`config.mk`:
```
export PLATFORM = sky130hd
export DESIGN_NAME = rptr_empty_lvl
export DESIGN_NICKNAME = d
export VERILOG_FILES = /design/src/rtl/rptr_empty_lvl.sv
export SDC_FILE = /design/constraint.sdc
export NUM_CORES = 1
export LEC_CHECK = 0
export CORE_ASPECT_RATIO = 0.9
export CORE_MARGIN = 3
export CORE_UTILIZATION = 43
export CTS_CLUSTER_DIAMETER = 80
export DETAILED_ROUTE_END_ITERATION = 16
export GPL_TIMING_DRIVEN = 0
export PLACE_DENSITY = 0.83
export SETUP_SLACK_MARGIN = 0.02
export SYNTH_ARGS = -nofsm -noshare
export SYNTH_HDL_FRONTEND = slang
export SYNTH_SLANG_ARGS = --single-unit
```
`constraint.sdc`:
```
create_clock -name rclk -period 3 [get_ports rclk]
set_clock_uncertainty 0.1 [all_clocks]
set_input_delay 0.6 -clock rclk [delete_from_list [all_inputs] [get_ports rclk]]
set_output_delay 0.6 -clock rclk [all_outputs]
set_load 0.05 [all_outputs]
```
`src/rtl/rptr_empty_lvl.sv`:
```
// rptr_empty_lvl: read-side pointer, empty/almost-empty/level and sticky underflow status for a dual-clock FIFO
module rptr_empty_lvl #(
  parameter int ASIZE = 4,
  parameter int AEMPTY_LVL = 2
) (
  input  logic             rclk,
  input  logic             rrst,
  input  logic             rinc,
  input  logic [ASIZE:0]   rq2_wptr,
  input  logic             rclr_err,
  output logic [ASIZE-1:0] raddr,
  output logic [ASIZE:0]   rptr,
  output logic             rempty,
  output logic             raempty,
  output logic [ASIZE:0]   rlevel,
  output logic             runderflow
);
  localparam logic [ASIZE:0] AE = (ASIZE+1)'(AEMPTY_LVL);
  logic [ASIZE:0] rbin, rbin_next, rgray_next, wbin, lvl_next;
  assign raddr = rbin[ASIZE-1:0];
  // next pointers; write pointer decoded from Gray as a prefix XOR from the MSB down
  always_comb begin
    rbin_next = rbin + (ASIZE+1)'(rinc & ~rempty);
    rgray_next = (rbin_next >> 1) ^ rbin_next;
    for (int i = 0; i <= ASIZE; i++) wbin[i] = ^(rq2_wptr >> i);
    lvl_next = wbin - rbin_next;
  end
  // pointer and status registers describe the state after the edge
  always_ff @(posedge rclk) begin
    if (rrst) begin
      rbin <= '0;
      rptr <= '0;
      rempty <= 1'b1;
      raempty <= 1'b1;
      rlevel <= '0;
      runderflow <= 1'b0;
    end else begin
      rbin <= rbin_next;
      rptr <= rgray_next;
      rempty <= rgray_next == rq2_wptr;
      raempty <= lvl_next <= AE;
      rlevel <= lvl_next;
      runderflow <= (rinc & rempty) | (runderflow & ~rclr_err);
    end
  end
endmodule

```
==> results.toml <==
[place]
dp.final_hpwl_mm = 1.779
gp_congestion = 0.8087
dp_worst_setup_slack_ns = -0.8151
input_output_buffers = 25

[clock_tree]
cts.htree.levels = 1
cts.root.buffer_cell = "clkbuf_4"
cts.sink_count = 17
clk_transition_reported_paths_ns = 0.10
maximum_count_of_clock_buffers_along_a_single_path = 2
cts-hold-fix-buffers = 0
clock_insertion_delay_worst_skew_ns = 0.29
tritoncts.num_buffers = 3
tritoncts = "yes"

[synth]
syn-cell-area_sq_um = 1055
synth_top_area_share_pct = 32.27
synth_compound_gate_area_share_pct = 9.371
synthCells = 119
dominant_register_cell_in_the_synthesized_netlist = "dfxtp_1"
asyncSetResetFlopFracSynth_pct = 0
synthAdderAreaFrac_pct = 7.117
yosys_cell_types = 30
synth_simple_gate_area_share_pct = 22.66
synthXorXnorAreaFrac_pct = 22.89
synth.area.top_cells = "dfxtp_1 32%, xnor2_1 14%, ha_1 7.1%"
synth_common_cells = "18 x nor2_1, 17 x dfxtp_1, 17 x xnor2_1"
synth.area.mux_share_pct = 2.847
synth_sequential_area_ratio_pct = 32.27
dominant_combinational_cell_family_by_area_after_synthesis = "XOR/XNOR gates"
synth_enable_flop_cells = 0
yosysMostFrequentCell = "nor2_1"
postSynthRegisterBits = 17
syn-mean-instance-area_sq_um = 8.864
ys_warn_count = 0
synth_top_area_cell = "dfxtp_1"
synth_fp_nets = 134

[routing]
drt_wl_total_mm = 2.525
vias = 937
detail_route.first_pass.iterations = 4
dr.first_iter.drc_count = 14
drt.antenna.violating_nets = 0
drt-vias-per-instance = 5.294
drt_drc_violations_left = 0
routed_wire_length_per_instance_um = 14.27

[min_path]
min_from = "runderflow"
worstHoldEndpoint = "runderflow"
holdPathStages = 2
worstHoldPathType = "flip-flop to flip-flop"

[finish]
drive_above_1_share_pct = 18.00
nNetsFinal = 166
n_fill_cell = 183
multi_input_area_sq_um = 800.8
layout-area-overhead-vs-synth_pct = 42.94
diodes = 0
register_area_sq_um = 341.6

[sta]
clock.fmax_mhz = 348.9
post-route-period-util_pct = 95.54
finalHoldWorstSlack_ns = 0.3767
rsz0062_at_grt = "false"
min_period_ns = 2.866
timing.max_slew.rel_slack_pct = 64.20
report.final.setup_viol = 0
post-route-worst-setup-slack_ns = 0.1339
worst-slew-pin-transition_ns = 0.5370
drv_slew = 0
final_hold_viol_count = 0

[global_route]
gr-total-overflow = 0
wire_length_of_the_first_global_routing_pass_mm = 3.988
first_global_vias = 889
antenna_found_initial = 0
pin_count_of_the_biggest_net_entering_global_routing = 11
grt.total_usage_pct = 17.08

[pwr]
power.internal_uw = 458.4
ir_worst_vdd_mv = 0.3983
leakage_uw = 0.0005790
pwr_density_cell_nw_per_um2 = 501.6
p_seq_share_pct = 34.1
switching_share_pct = 39.39
power.clock.fraction_pct = 16.8
relative_contribution_of_combinational_cells_to_total_power_pct = 49.1
switchingPower_uw = 297.9

[worst_setup_path]
worst_r2r_path_cells = 9
cp_num_buf_inv = 1
critical_path.reg2reg.startpoint = "rempty"
cell_chain_critical_path = "clkdlybuf4s50_1, nor2b_1, ha_2, and3_4, xnor2_2, ha_4, a21o_1, nor2_1, or4_1, a32oi_1"
max_stage_delay_ns = 0.48
timing_worst_setup_path_type = "input pin to flip-flop"
worst_path_dominant_cell_family = "simple AND/OR/NAND/NOR gates"
crit_path_top_delay_cell = "or4_1"
reg2reg_to = "raempty"
critPathLaunchType = "input pin"
worst_ep_required_time_ns = 3.12
cp.arrival_ns = 2.99
critPathMaxFanout = 4
end_kind = "flip-flop"
ff2ff_setup_slack_ns = 0.60

[flow_run]
cap_violations = 0

[floorplanning]
die_width_um = 58.21
die_h_um = 52.99
placementRows = 16
core_area_sq_um = 2262
io_pins = 26
design.die.area_sq_um = 3084
start_util_pct = 46.63

[outcome]
run_status = "complete, no violations"
==> per-stage QoR <==
step                cell area (sq um)  utilization (%)  setup TNS [ns]  cells  total power [uW]
CTS                              1443            63.77               0    176             737.3
floorplan                        1064                -               0    119             497.7
global placement                 1348            59.57          -1.777    171             578.6
global route                     1508            66.65               0    177             798.2
detailed placement               1348            59.57          -2.283    171             588.8
finish                           1508            66.65               0    177             756.2
==> power groups by stage <==
stage	registers, uW	logic (uW)	clock network (uW)
finish	258	371	127
global route	260	398	140
detailed placement	263	326	0
global placement	262	317	0
CTS	258	346	133
floorplan	351	147	0
==> cell usage in the layout (no fill, tap or decap), types with 4 or more instances in the layout <==
master and instances:
xnor2_1 13, buf_4 5, xor2_1 6, nor2_1 18, nand3_1 4, clkdlybuf4s50_1 21, dfxtp_1 16, nand2b_1 4
nand2_1 4
==> sequential cells by signal (all words and copies together), names as in the netlist <==
| signal | count |
|---|---|
| rbin | 4 |
| raempty | 1 |
| rptr | 5 |
| rlevel | 5 |
| rempty | 1 |
| runderflow | 1 |
==> kinds of logic (layout without fill, tap and decap cells) <==
| family | Yosys count | count (layout) |
|---|---|---|
| flip-flops | 17 | 17 |
| buffers and inverters | 8 | 39 |
| adder cells (fa/ha/maj) | 6 | 6 |
| AND/OR/NAND/NOR | 46 | 46 |
| AO/OA/AOI/OAI | 14 | 14 |
| multiplexers | 3 | 3 |
| XOR/XNOR | 25 | 25 |
==> worst max path at each step <==
stage,endpoint,start,cells past startpoint
after floorplan,raempty,rinc,11
after global placement,raempty,rinc,12
after detailed placement,raempty,rinc,12
after CTS,raempty,rq2_wptr[2],10
after global routing,raempty,rinc,10
final,raempty,rinc,10
==> worst min-delay path, cell delays in order (launching register included) <==
cell and delay, ns:
dfxtp_1 0.32, nand2b_1 0.07, a21oi_1 0.05
==> routing by layer <==
layer | track usage [%] | routed length [um]
met5 | 0 | 0
met4 | 4.633 | 24
met3 | 3.171 | 131
met2 | 29.51 | 1272
met1 | 21.70 | 1096
==> repair_timing <==
item,CTS,global route
endpoints found under the setup margin,3,2
pin swaps,4,1
resized for setup,14,9
buffers inserted,4,1
==> cell type report <==
class / count / share of cell area (%)
clock buffer: 4 / 1.743
inverter: 3 / 0.7469
tap: 27 / 2.241
sequential: 17 / 22.66
timing repair buffer: 30 / 19.00
buffer: 2 / 0.4979
multi-input combinational: 94 / 53.11
No activity file was read; power rests on OpenSTA's default activity.
